## src/rtl/tennis_match.sv

```systemverilog
// Two-player LED tennis: a ball bounces between paddle ends, with scoring, rally speed-up and match end.
// Optional macro EARLY_SWING_FAULT_EN: a receiver pressing before the ball arrives loses the point.
module tennis_match #(
   parameter int COURT_W    = 16,
   parameter int TOG_W      = 22,
   parameter int SPEED_INIT = 3531008,
   parameter int SPEED_STEP = 8191,
   parameter int SPEED_MIN  = 1000000,
   parameter int WIN_SCORE  = 3,
   parameter int SCORE_W    = 2
) (
   input  logic               newclock,
   input  logic               reset,
   input  logic               right_trigger,
   input  logic               left_trigger,
   output logic [COURT_W-1:0] ball,
   output logic [TOG_W-1:0]   toggle_val,
   output logic [SCORE_W-1:0] right_score,
   output logic [SCORE_W-1:0] left_score,
   output logic [1:0]         state,
   output logic [7:0]         rally_cnt
);

   typedef enum logic [1:0] {
      ST_SERVE  = 2'd0,
      ST_FLIGHT = 2'd1,
      ST_POINT  = 2'd2,
      ST_OVER   = 2'd3
   } state_t;

   localparam logic [COURT_W-1:0] BALL_R    = COURT_W'(1);
   localparam logic [COURT_W-1:0] BALL_L    = BALL_R << (COURT_W - 1);
   localparam logic [COURT_W-1:0] ALL_ON    = '1;
   localparam logic [COURT_W-1:0] LOW_HALF  = {{(COURT_W - COURT_W/2){1'b0}}, {(COURT_W/2){1'b1}}};
   localparam logic [COURT_W-1:0] HIGH_HALF = {{(COURT_W/2){1'b1}}, {(COURT_W - COURT_W/2){1'b0}}};
   localparam logic [TOG_W-1:0]   TOG_INIT  = TOG_W'(SPEED_INIT);
   localparam logic [TOG_W-1:0]   TOG_MIN   = TOG_W'(SPEED_MIN);
   localparam logic [TOG_W-1:0]   TOG_STEP  = TOG_W'(SPEED_STEP);
   // Two extra bits so MIN+STEP cannot wrap before the comparison
   localparam logic [TOG_W+1:0]   TOG_THRESH = (TOG_W+2)'(SPEED_MIN) + (TOG_W+2)'(SPEED_STEP);
   localparam logic [SCORE_W-1:0] WIN       = SCORE_W'(WIN_SCORE);

   state_t               state_q, state_d;
   logic [COURT_W-1:0]   ball_q, ball_d;
   logic                 dir_left_q, dir_left_d;
   logic                 server_left_q, server_left_d;
   logic                 scorer_left_q, scorer_left_d;
   logic [TOG_W-1:0]     toggle_q, toggle_d;
   logic [SCORE_W-1:0]   rscore_q, rscore_d;
   logic [SCORE_W-1:0]   lscore_q, lscore_d;
   logic [7:0]           rally_q, rally_d;

   logic                 right_pt, left_pt, returned;
   logic [TOG_W-1:0]     toggle_faster;
   logic [7:0]           rally_inc;
   logic                 scorer_won;

   always_ff @(posedge newclock or posedge reset) begin
      if (reset) begin
         state_q       <= ST_SERVE;
         ball_q        <= BALL_R;
         dir_left_q    <= 1'b1;
         server_left_q <= 1'b0;
         scorer_left_q <= 1'b0;
         toggle_q      <= TOG_INIT;
         rscore_q      <= '0;
         lscore_q      <= '0;
         rally_q       <= '0;
      end else begin
         state_q       <= state_d;
         ball_q        <= ball_d;
         dir_left_q    <= dir_left_d;
         server_left_q <= server_left_d;
         scorer_left_q <= scorer_left_d;
         toggle_q      <= toggle_d;
         rscore_q      <= rscore_d;
         lscore_q      <= lscore_d;
         rally_q       <= rally_d;
      end
   end

   always_comb begin
      toggle_faster = ({2'b00, toggle_q} >= TOG_THRESH) ? (toggle_q - TOG_STEP) : TOG_MIN;
      rally_inc     = (rally_q == 8'hFF) ? rally_q : (rally_q + 8'd1);
      scorer_won    = scorer_left_q ? (lscore_q == WIN) : (rscore_q == WIN);
   end

   always_comb begin
      state_d       = state_q;
      ball_d        = ball_q;
      dir_left_d    = dir_left_q;
      server_left_d = server_left_q;
      scorer_left_d = scorer_left_q;
      toggle_d      = toggle_q;
      rscore_d      = rscore_q;
      lscore_d      = lscore_q;
      rally_d       = rally_q;
      right_pt      = 1'b0;
      left_pt       = 1'b0;
      returned      = 1'b0;

      case (state_q)
         ST_SERVE: begin
            if (server_left_q ? left_trigger : right_trigger)
               state_d = ST_FLIGHT;
         end
         ST_FLIGHT: begin
            if (dir_left_q) begin
               if (ball_q == BALL_L) begin
                  if (left_trigger) returned = 1'b1;
                  else              right_pt = 1'b1;
               end else begin
`ifdef EARLY_SWING_FAULT_EN
                  if (left_trigger) right_pt = 1'b1;
                  else              ball_d   = ball_q << 1;
`else
                  ball_d = ball_q << 1;
`endif
               end
            end else begin
               if (ball_q == BALL_R) begin
                  if (right_trigger) returned = 1'b1;
                  else               left_pt  = 1'b1;
               end else begin
`ifdef EARLY_SWING_FAULT_EN
                  if (right_trigger) left_pt = 1'b1;
                  else               ball_d  = ball_q >> 1;
`else
                  ball_d = ball_q >> 1;
`endif
               end
            end
         end
         ST_POINT: begin
            if (scorer_won) begin
               state_d = ST_OVER;
               ball_d  = scorer_left_q ? HIGH_HALF : LOW_HALF;
            end else begin
               // Loser of the point serves, ball starts at their end heading away
               state_d       = ST_SERVE;
               server_left_d = ~scorer_left_q;
               ball_d        = scorer_left_q ? BALL_R : BALL_L;
               dir_left_d    = scorer_left_q;
               toggle_d      = TOG_INIT;
               rally_d       = '0;
            end
         end
         ST_OVER: begin
         end
      endcase

      if (returned) begin
         dir_left_d = ~dir_left_q;
         rally_d    = rally_inc;
         toggle_d   = toggle_faster;
      end
      if (right_pt || left_pt) begin
         state_d       = ST_POINT;
         ball_d        = ALL_ON;
         scorer_left_d = left_pt;
         if (right_pt && (rscore_q != WIN)) rscore_d = rscore_q + 1'b1;
         if (left_pt && (lscore_q != WIN))  lscore_d = lscore_q + 1'b1;
      end
   end

   assign ball        = ball_q;
   assign toggle_val  = toggle_q;
   assign right_score = rscore_q;
   assign left_score  = lscore_q;
   assign state       = state_q;
   assign rally_cnt   = rally_q;

endmodule

```

## config.mk

```make
export PLATFORM = sky130hd
export DESIGN_NAME = tennis_match
export DESIGN_NICKNAME = d
export VERILOG_FILES = /design/src/rtl/tennis_match.sv
export SDC_FILE = /design/constraint.sdc
export NUM_CORES = 1
export LEC_CHECK = 0
export CAP_MARGIN = 20
export CORE_ASPECT_RATIO = 2
export CORE_MARGIN = 10
export CORE_UTILIZATION = 48
export CTS_CLUSTER_SIZE = 8
export DETAILED_ROUTE_END_ITERATION = 6
export HOLD_SLACK_MARGIN = 0.12
export PLACE_DENSITY = 0.74
export SYNTH_ARGS = -nofsm -noshare
export SYNTH_HDL_FRONTEND = slang
export SYNTH_SLANG_ARGS = --single-unit
```

## constraint.sdc

```tcl
create_clock -name newclock -period 2.4 [get_ports newclock]
set_clock_uncertainty 0.15 [all_clocks]
set_input_delay 0.36 -clock newclock [delete_from_list [all_inputs] [get_ports newclock]]
set_output_delay 0.36 -clock newclock [all_outputs]
set_load 0.02 [all_outputs]
```

==> impl_metrics.env <==
export IMPL_status="finished, final reports clean"
export IMPL_io_buffers=55
export IMPL_ys_warn_count=0
export IMPL_clock_path_buffers=2
export IMPL_antenna_found_initial=0
export IMPL_die_area_sq_um=10600
export IMPL_netlist_area_leader_share=0.349
export IMPL_rows=42
export IMPL_yosysTopAreaCell="dfrtp_1"
export IMPL_power_frac_clock=0.427
export IMPL_drtIter0Drc=290
export IMPL_p_seq_frac=0.553
export IMPL_drt_met1_wl_um=3390
export IMPL_vias=3209
export IMPL_final_common_cell="clkdlybuf4s50_1"
export IMPL_clkLatencyLatePin_ns=0.30
export IMPL_min_period_ns=2.34
export IMPL_setup_worst_path_start="ball[13]"
export IMPL_wirelength_um=9810
export IMPL_hold_viol=0
export IMPL_grt_pass1_wl_um=16300
export IMPL_fin_crit_sh=0.973
export IMPL_crit_arrival_ns=2.40
export IMPL_grt_pass1_vias=3363
export IMPL_crit_required_ns=2.47
export IMPL_rsz0062_at_grt="false"
export IMPL_setup_worst_path_end_class="flip-flop"
export IMPL_synth_main_ff_cell="dfrtp_1"
export IMPL_wl_met3_um=663
export IMPL_ir_drop_mv=0.471
export IMPL_cts_sinks=55
export IMPL_dr_pass1_iters=4
export IMPL_grt_max_degree=56
export IMPL_rr_endpoint="toggle_val[10]"
export IMPL_cts_hold_buf=0
export IMPL_initial_core_util=0.491
export IMPL_die_h_um=136
export IMPL_antenna_left=0
export IMPL_timing_rr_start="ball[13]"
export IMPL_synth_seq_cells=55
export IMPL_vias_per_cell=6.15
export IMPL_worstSetupEndpoint="toggle_val[10]"
export IMPL_timing_worst_slew_pin_value_ns=0.986
export IMPL_io_pins=56
export IMPL_ys_async_sr_fraction=1.00
export IMPL_place_hpwl_um=7230
export IMPL_swShare=0.214
export IMPL_cts_tree="done"
export IMPL_drc=0
export IMPL_p_comb_frac=0.020
export IMPL_cts_root_buf="clkbuf_16"
export IMPL_p_switching_w=0.000359
export IMPL_num_fill_cells=560
export IMPL_diodes=0
export IMPL_core_sq_um=6570
export IMPL_worst_r2r_path_depth=5
export IMPL_setup_viol=0
export IMPL_clkSlewWorstSetupHoldPaths_ns=0.07
export IMPL_p_leak_nw=1.83
export IMPL_worst_setup_path_type="reg -> reg"
export IMPL_netlist_instances=354
export IMPL_die_x_um=78.0
export IMPL_avgSynthCellArea_sq_um=9.12
export IMPL_ys_top_cells_by_area="dfrtp_1 35%, dfstp_2 8.1%, o21ai_0 5.1%"
export IMPL_holdWs_ns=0.287
export IMPL_grt_overflow_total=0
export IMPL_slew_viol_final=0
export IMPL_gp_congestion=0.866
export IMPL_worstHoldPathType="in -> async"
export IMPL_cp_max_fo=7
export IMPL_maxCapViolCount=0
export IMPL_dr_wl_met2_um=5450
export IMPL_power_w=0.00168
export IMPL_cts_made_buffers=5
export IMPL_r2r_slack_ns=0.06
export IMPL_internal_power_w=0.00132
export IMPL_grt_usage=0.189
export IMPL_ys_seq_area_frac=0.430
export IMPL_crit_path_start_kind="flip-flop"
export IMPL_p_per_area_nw_per_um2=396
export IMPL_wl_per_cell_um=18.8
export IMPL_fin_nets=444
export IMPL_setup_slack_ns=0.0649
export IMPL_drive_gt1_frac=0.173
export IMPL_synth_fp_nets=365
export IMPL_synth_edf_count=0
export IMPL_ctsHtreeMaxLevel=2
export IMPL_synth_area_sq_um=3230
export IMPL_syn_to_final_growth_pct=31.4
export IMPL_synth_cell_types=59
export IMPL_slew_headroom=0.340
export IMPL_topRoutingLayerUsed="met4"
export IMPL_final_cell_mix="55 x clkdlybuf4s50_1, 45 x dfrtp_1, 36 x nand2_1, 34 x buf_4, 33 x o21ai_0"
export IMPL_max_freq_ghz=0.428
export IMPL_dp_slack_ns=-0.0918
cell usage after synthesis (all sizes together), types with 2 or more instances:
cell type and instances:
dfrtp 45, nand2 36, o21ai 35, nor2 21, a21oi 19, nand3 17, mux2i 15, a211oi 11
a31oi 11, clkbuf 11, inv 11, dfstp 10, nor3 10, buf 7, ha 7, nor4 7
and3 6, nand4 6, or3 6, nand2b 5, o211ai 5, o22ai 5, o21a 4, and4 3
nor4b 3, o221a 3, or4 3, a32oi 2, mux2 2, nand3b 2, nand4b 2, o211a 2
o22a 2, o31ai 2, or2 2, xnor2 2, xor2 2
per-layer routing:
| layer | vias up | track usage |
|---|---|---|
| li1 | 1489 | - |
| met1 | 1563 | 0.179 |
| met3 | 28 | 0.0575 |
| met4 | 0 | 0.100 |
| met5 | - | 0 |
| met2 | 129 | 0.349 |
repair_timing:
action | 4_1_cts | 5_1_grt
setup endpoints to repair | 0 | 36
gates resized for setup | 0 | 2
setup buffers | 0 | 1
endpoints found under the hold margin | 0 | 0
cell type report:
type / instances / area (sq um) / share of cell area
Tap cell: 88 / 110 / 0.0260
Clock inverter: 3 / 15.0 / 0.00354
Timing Repair Buffer: 90 / 826 / 0.195
Sequential cell: 55 / 1390 / 0.327
Multi-Input combinational cell: 270 / 1740 / 0.409
Inverter: 11 / 41.3 / 0.00973
Clock buffer: 5 / 125 / 0.0295
stage by stage:
step | setup TNS (ns) | util | std cells | instance area, sq um
floorplan | 0 | - | 354 | 3230
global placement | -0.0998 | 0.621 | 513 | 4080
detailed placement | -1.02 | 0.621 | 513 | 4080
CTS | 0 | 0.643 | 521 | 4220
global route | 0 | 0.646 | 522 | 4240
finish | 0 | 0.646 | 522 | 4240
how the worst min path moves through the flow:
stage	startpoint	cells after the start	endpoint
after detailed placement	toggle_val[21]	2	toggle_val[21]
final	reset	3	left_score[0]
after global placement	toggle_val[21]	2	toggle_val[21]
after floorplan	left_trigger	1	dir_left_q
after global routing	reset	3	left_score[0]
after CTS	reset	3	left_score[0]
worst max-delay path: stages (launching register included):
cell and delay [ns]:
dfrtp_1 0.46, nor4_1 0.41, and4_1 0.37, nand2b_1 0.23
or4b_1 0.54, o21ai_0 0.09
flip-flops by register name, summed over array words and instances, names as in the netlist:
name,count
server_left_q,1
left_score,2
ball,16
toggle_val,22
scorer_left_q,1
state,2
rally_cnt,8
dir_left_q,1
right_score,2
cells by family (layout without fill, tap and decap cells):
group                      after synthesis  after routing  synth area share
and+or+nand+nor                        133            133             0.225
AOI/OAI and AO/OA                      109            109             0.217
DFF                                     55             55             0.430
buffers and inverters                   29            109            0.0360
muxes                                   17             17            0.0535
adders and majority gates                7              7            0.0271
xor gates and xnor gates                 4              4            0.0109
power groups by stage:
| stage | clock network, W | registers [W] | logic (W) |
|---|---|---|---|
| floorplan | 0 | 0.000947 | 0.0000150 |
| global placement | 0 | 0.000946 | 0.0000349 |
| detailed placement | 0 | 0.000946 | 0.0000353 |
| CTS | 0.000729 | 0.000929 | 0.0000351 |
| global route | 0.000764 | 0.000929 | 0.0000381 |
| finish | 0.000716 | 0.000929 | 0.0000337 |
No activity file was read; power rests on OpenSTA's default activity.
